===== src/rtl/rca_pipe.sv =====
// rtl/rca_pipe.sv - pipelined ripple-carry adder/subtractor with valid/ready handshakes
module rca_pipe #(
  parameter int WIDTH  = 16,
  parameter int STAGES = 4
) (
  input  logic             CLK,
  input  logic             RSTn,
  input  logic             IN_VALID,
  output logic             IN_READY,
  input  logic [WIDTH-1:0] A,
  input  logic [WIDTH-1:0] B,
  input  logic             Cin,
  input  logic             SUB,
  output logic             OUT_VALID,
  input  logic             OUT_READY,
  output logic [WIDTH-1:0] S,
  output logic             Cout,
  output logic             OVF
);

  localparam int W = WIDTH / STAGES;

  // Whole pipe moves together; an unconsumed result freezes every stage.
  logic adv;

  // Per-stage registered state: valid, partial sum, pending operand bits, slice carry.
  logic [STAGES-1:0] vld_q;
  logic [STAGES-1:0] cy_q;
  logic [WIDTH-1:0]  sum_q [STAGES];
  logic [WIDTH-1:0]  a_q   [STAGES];
  logic [WIDTH-1:0]  b_q   [STAGES];
  logic              msbc_q;

  // Inputs seen by each slice: the capture port for slice 0, the previous register otherwise.
  logic [STAGES-1:0] v_src;
  logic [STAGES-1:0] c_src;
  logic [WIDTH-1:0]  a_src [STAGES];
  logic [WIDTH-1:0]  b_src [STAGES];
  logic [WIDTH-1:0]  s_src [STAGES];

  // Slice results.
  logic [W-1:0]      slice_s [STAGES];
  logic [STAGES-1:0] cy_d;
  logic [WIDTH-1:0]  sum_d [STAGES];
  logic              msbc_d;

  assign adv      = !OUT_VALID || OUT_READY;
  assign IN_READY = adv;

  for (genvar k = 0; k < STAGES; k++) begin : g_slice
    logic [W:0] slice;

    if (k == 0) begin : g_head
      // B is inverted once at capture; SUB forces the initial carry to 1.
      assign v_src[0] = IN_VALID;
      assign a_src[0] = A;
      assign b_src[0] = SUB ? ~B : B;
      assign c_src[0] = SUB | Cin;
      assign s_src[0] = '0;
    end else begin : g_tail
      assign v_src[k] = vld_q[k-1];
      assign a_src[k] = a_q[k-1];
      assign b_src[k] = b_q[k-1];
      assign c_src[k] = cy_q[k-1];
      assign s_src[k] = sum_q[k-1];
    end

    assign slice      = {1'b0, a_src[k][k*W +: W]} + {1'b0, b_src[k][k*W +: W]} + {{W{1'b0}}, c_src[k]};
    assign slice_s[k] = slice[W-1:0];
    assign cy_d[k]    = slice[W];
  end

  // Merge each slice's fresh bits into the partial sum carried down the pipe.
  always_comb begin
    for (int k = 0; k < STAGES; k++) begin
      sum_d[k]           = s_src[k];
      sum_d[k][k*W +: W] = slice_s[k];
    end
  end

  // Carry into the MSB recovered from the MSB sum bit and its two operand bits.
  assign msbc_d = sum_d[STAGES-1][WIDTH-1] ^ a_src[STAGES-1][WIDTH-1] ^ b_src[STAGES-1][WIDTH-1];

  // Pipeline registers: cleared on reset, shifted together on adv, otherwise held.
  always_ff @(posedge CLK or negedge RSTn) begin
    if (!RSTn) begin
      vld_q  <= '0;
      cy_q   <= '0;
      msbc_q <= 1'b0;
      for (int k = 0; k < STAGES; k++) begin
        sum_q[k] <= '0;
        a_q[k]   <= '0;
        b_q[k]   <= '0;
      end
    end else if (adv) begin
      msbc_q <= msbc_d;
      for (int k = 0; k < STAGES; k++) begin
        vld_q[k] <= v_src[k];
        cy_q[k]  <= cy_d[k];
        sum_q[k] <= sum_d[k];
        a_q[k]   <= a_src[k];
        b_q[k]   <= b_src[k];
      end
    end
  end

  assign OUT_VALID = vld_q[STAGES-1];
  assign S         = sum_q[STAGES-1];
  assign Cout      = cy_q[STAGES-1];
  assign OVF       = cy_q[STAGES-1] ^ msbc_q;

endmodule


===== config.mk =====
export PLATFORM = sky130hd
export DESIGN_NAME = rca_pipe
export DESIGN_NICKNAME = d
export VERILOG_FILES = /design/src/rtl/rca_pipe.sv
export SDC_FILE = /design/constraint.sdc
export NUM_CORES = 1
export LEC_CHECK = 0
export BUFFER_PORTS_ARGS = -buffer_cell sky130_fd_sc_hd__buf_4
export CAP_MARGIN = 10
export CORE_UTILIZATION = 40
export DETAILED_ROUTE_END_ITERATION = 10
export GPL_TIMING_DRIVEN = 0
export MAX_ROUTING_LAYER = met4
export SKIP_CTS_REPAIR_TIMING = 1
export SLEW_MARGIN = 30
export SYNTH_ARGS = -nofsm -noshare
export SYNTH_HDL_FRONTEND = slang
export SYNTH_SLANG_ARGS = --single-unit

===== constraint.sdc =====
create_clock -name CLK -period 1.84 [get_ports CLK]
set_input_delay 0.276 -clock CLK [delete_from_list [all_inputs] [get_ports CLK]]
set_output_delay 0.276 -clock CLK [all_outputs]
set_load 0.01 [all_outputs]

# Word level (Yosys, flattened, before mapping)

Index checks and enable logic that the tools add are counted.

Flip-flop bits (word level): 145
Input bits: 38
Output and inout port bits: 20
Logic and storage cells: 29

$add $sub $neg: 8
Multiplexer cells: 1
Bitwise logic cells: 5
Reductions and logical operators: 2

Operators by type and width:

| cell                                   | count |
|---|---|
| 4-bit by 4-bit adder with 5-bit output | 4 |
| 5-bit by 1-bit adder with 5-bit output | 4 |
| 16-bit two-way mux                     | 1 |
| 16-bit NOT                             | 1 |
| 1-bit bitwise XOR                      | 3 |
| 1-bit logical NOT                      | 1 |
| 1-bit logical OR                       | 1 |
| 1-bit bitwise OR                       | 1 |

# Depth between registers and ports, before layout

Depth in word-level cells: 4
Depth in mapped cells: 8
Depth with buffers taken out: 6

# Worst setup path before layout

OpenSTA, ideal clock, no wires.

Path kind: input-to-reg
From: input SUB
To: register cy_q[0]
Library setup time: 142 ps
Arrival time: 2060 ps
Data required time: 1698 ps
Path slack: -361 ps
Stages: 8
Path through: buf_4 -> buf_4 -> or2_2 -> fa_1 -> fa_1 -> a21o_1 -> a21oi_1 -> a21oi_1

Word-level cells in the longest chain between the ends: 3

Ends and longest elaborated chain:

| what                                       | RTL line | text |
|---|---|---|
| from (decl)                                | 13       | `input logic SUB,` |
| 16-bit two-way mux                         | 57       | `assign b_src[0] = SUB ? ~B : B;` |
| 4-bit by 4-bit adder with 5-bit output     | 68       | `assign slice = {1'b0, a_src[k][k*W +: W]} + {1'b0, b_src[k][k*W +: W]} + {{W{1'b0}}, c_src[k]};` |
| 5-bit by 1-bit adder with 5-bit output (*) | 68       |  |
| to (signal, indexed assignment)            | 99       | `cy_q[k] <= cy_d[k];` |
| to (decl)                                  | 28       | `logic [STAGES-1:0] cy_q;` |

Every way passes the cells marked *; elsewhere a longest branch is shown, timed or not.
A chain may end at the register's enable or synchronous reset.

# Worst setup path in the final report

Same ends and word-level chain as after synthesis.

==> impl_metrics.ini <==
[critical_path]
setup.worst_path.end_class = flip-flop
crit_path_top_delay_cell = fa_2
worstSetupPathType = in2reg
required_ps = 2090
cp_max_fo = 10
cp_num_buf_inv = 2
cp_top_family = adder cells
worstPathCellList = buf_12, buf_8, or2_4, fa_2, fa_2, a21o_1, a21oi_1, a21oi_1
max_stage_delay_ps = 410
start_kind = input port
cp_data_arrival_time_ps = 1980

[run_status]
violations = negative hold slack
status = finished with violations

[clocking]
cts.sinks = 97
ctsLongestPathBuffers = 2
insertion_delay_ps = 370
cts_max_level = 3
cts_root_buf = clkbuf_8
clkTransAtPathRegs_ps = 110
cts_tree = done
numCtsBuffers = 9

[place]
place_ws_ps = -301.9
place_area_sq_mm = 0.004943
port_buffers = 56
place_congestion = 0.7468
hpwl_um = 6235
dp_cells = 647

[pwr]
total_power_mw = 8.265
power_density_mw_per_mm2 = 1611
vdd_drop_max_mv = 0.6354
cellLeakagePower_nw = 2.635

[logic_synthesis]
yosys_warnings = 0
synth-seq-cells = 97
seq_area_frac_synth_pct = 56.17
syn_inst = 455
synth_nets = 513
avgSynthCellArea_sq_um = 9.498
synth_cell_type_count = 29
synth_area_sq_mm = 0.004322

[die]
start_util_pct = 41.49
die_w_um = 105.9
num_rows = 37
die-height_um = 105.9
die-area_sq_mm = 0.01122
coreArea_sq_mm = 0.01042
io_pins = 58

[detailed_routing]
vias = 3045
vias_per_cell = 4.600
wire_per_inst_um = 13.19
firstDrtPassIters = 5
drt_wl_total_um = 8731
postRouteAntennaNets = 0
first_iter_violations = 140
drc = 0

[timing]
finalHoldViolations = 8
finalClockSkew_ps = 13.22
period_share_pct = 94.18
setup_violations = 0
finalMaxSlewViolations = 0
slew-limit-headroom_pct = 42.30
layout_setup_ws_ps = 107.1
hold-worst-slack_ps = -10.09
worstMarginPinSlew_ps = 865.5
fmax_ghz = 0.5771
min_period_ps = 1733
grt_setup_unrepaired = no

[layout]
antenna_cells = 0
design_area_sq_mm = 0.005129
nets = 579
fin_cells = 662
synthToLayoutAreaGrowth_pct = 18.67
final_layout_size_suffix_gt1_share_pct = 18.63

[grt]
grt_max_degree = 98
grt.overflow.total = 0
antenna_found_initial = 0
grt_pass1_vias = 3081
grt_usage_pct = 18.11
grt_pass1_wl_um = 15190

[worst_hold_path]
hold_class = in2async

[job]
maxCapViolCount = 0
==> area by class of cell <==
type | count | area [sq um]
fillers | 1039 | 5288
flip-flops and latches | 97 | 2427
multi-input cells | 328 | 1759
repair buffers | 56 | 424.2
well taps | 136 | 170.2
plain buffers | 22 | 137.6
clock buffers | 9 | 123.9
clock inverters | 7 | 60.06
inverters | 7 | 26.28
==> Yosys cell counts <==
| master | instances | share of area [%] |
|---|---|---|
| nand2_1 | 220 | 19 |
| dfrtp_1 | 97 | 56 |
| o21ai_0 | 19 | 2.2 |
| a21oi_1 | 15 | 1.7 |
| xnor2_1 | 13 | 2.6 |
| ha_1 | 12 | 3.5 |
| buf_2 | 10 | 1.2 |
| nor2_1 | 10 | 0.87 |
| fa_1 | 8 | 3.7 |
| xor2_1 | 8 | 1.6 |
| clkbuf_1 | 7 | 0.61 |
| buf_4 | 6 | 1.0 |
| inv_1 | 6 | 0.52 |
| a21o_1 | 5 | 0.87 |
| a2111o_1 | 3 | 0.78 |
| nor2b_1 | 2 | 0.29 |
| o221a_1 | 2 | 0.52 |
| a21boi_0 | 1 | 0.17 |
| and3_4 | 1 | 0.26 |
| and3b_1 | 1 | 0.20 |
| inv_2 | 1 | 0.087 |
| nand2b_1 | 1 | 0.14 |
| nand3_1 | 1 | 0.12 |
| nor2b_4 | 1 | 0.32 |
| o221a_2 | 1 | 0.26 |
| o31ai_1 | 1 | 0.17 |
| o31ai_2 | 1 | 0.29 |
| or2_2 | 1 | 0.14 |
| xnor3_1 | 1 | 0.52 |
==> cell usage in the layout (no fill, tap or decap), types with 2 or more instances in the layout <==
cell type,synthesis,final
nor2_1,10,10
fa_1,8,4
o221a_1,2,2
xnor2_1,13,13
fa_2,0,4
buf_4,6,59
clkbuf_8,0,9
a21oi_1,15,15
clkinv_4,0,2
a2111o_1,3,3
o21ai_0,19,19
clkbuf_1,7,6
inv_6,0,4
xor2_1,8,8
nand2_1,220,220
dfrtp_1,97,97
inv_1,6,6
ha_1,12,12
nor2b_1,2,2
buf_2,10,10
a21o_1,5,5
==> stage by stage <==
| stage | util, % | setup TNS [ps] |
|---|---|---|
| 2_1_floorplan | - | -452.9 |
| 3_3_place_gp | 47.42 | -819.8 |
| 3_5_place_dp | 47.46 | -834.7 |
| 4_1_cts | 49.23 | -124.9 |
| 5_1_grt | 49.24 | 0 |
| 6_report | 49.24 | 0 |
==> power breakdown <==
part | internal (mW) | switching, mW
Sequential | 3.08 | 0.568
Clock | 0.516 | 0.788
Combinational | 1.53 | 1.78
==> final timing paths <==
| path | startpoint | to | slack [ps] | depth (start not counted) |
|---|---|---|---|---|
| max | SUB | cy_q[0]$_DFFE_PN0P_ | 110 | 8 |
| min reg2reg | vld_q[2]$_DFFE_PN0P_ | vld_q[2]$_DFFE_PN0P_ | 470 | 2 |
| max reg2reg | a_q[28]$_DFFE_PN0P_ | cy_q[3]$_DFFE_PN0P_ | 110 | 5 |
| max in group asynchronous | RSTn | b_q[52]$_DFFE_PN0P_ | 1260 | 1 |
| min in group CLK | A[6] | a_q[54]$_DFFE_PN0P_ | 100 | 3 |
| min | RSTn | S[5]$_DFFE_PN0P_ | -10 | 1 |
==> state kept, by name (all words and copies together) (netlist names) <==
name / count
vld_q: 4
msbc_q: 1
S: 16
s_src: 24
cy_q: 4
a_q: 24
b_q: 24
==> per-layer routing <==
metal,wire length [um],GRT usage (%),up-vias
met5,0,-,-
met4,144,7.044,0
met3,321,2.207,11
met2,3997,27.59,69
met1,4267,24.92,1405
li1,-,-,1560
==> cell families (layout without fill, tap and decap cells) <==
logic type	count (synthesis)	in the layout	share of synthesized area, %
AND/OR/NAND/NOR	238	238	21.45
flip-flops	97	97	56.17
AO/OA/AOI/OAI	48	48	7.006
adder cells (fa/ha/maj)	20	20	7.180
XOR/XNOR	22	22	4.777
buffers and inverters	30	101	3.416
==> worst register-to-register path, cell delays in order, from the launching register on <==
cell and delay [ps]:
dfrtp_1 430, fa_2 420, fa_2 360, a21o_1 180, a21oi_1 160, a21oi_1 80
Power figures use the tool's default switching activity.
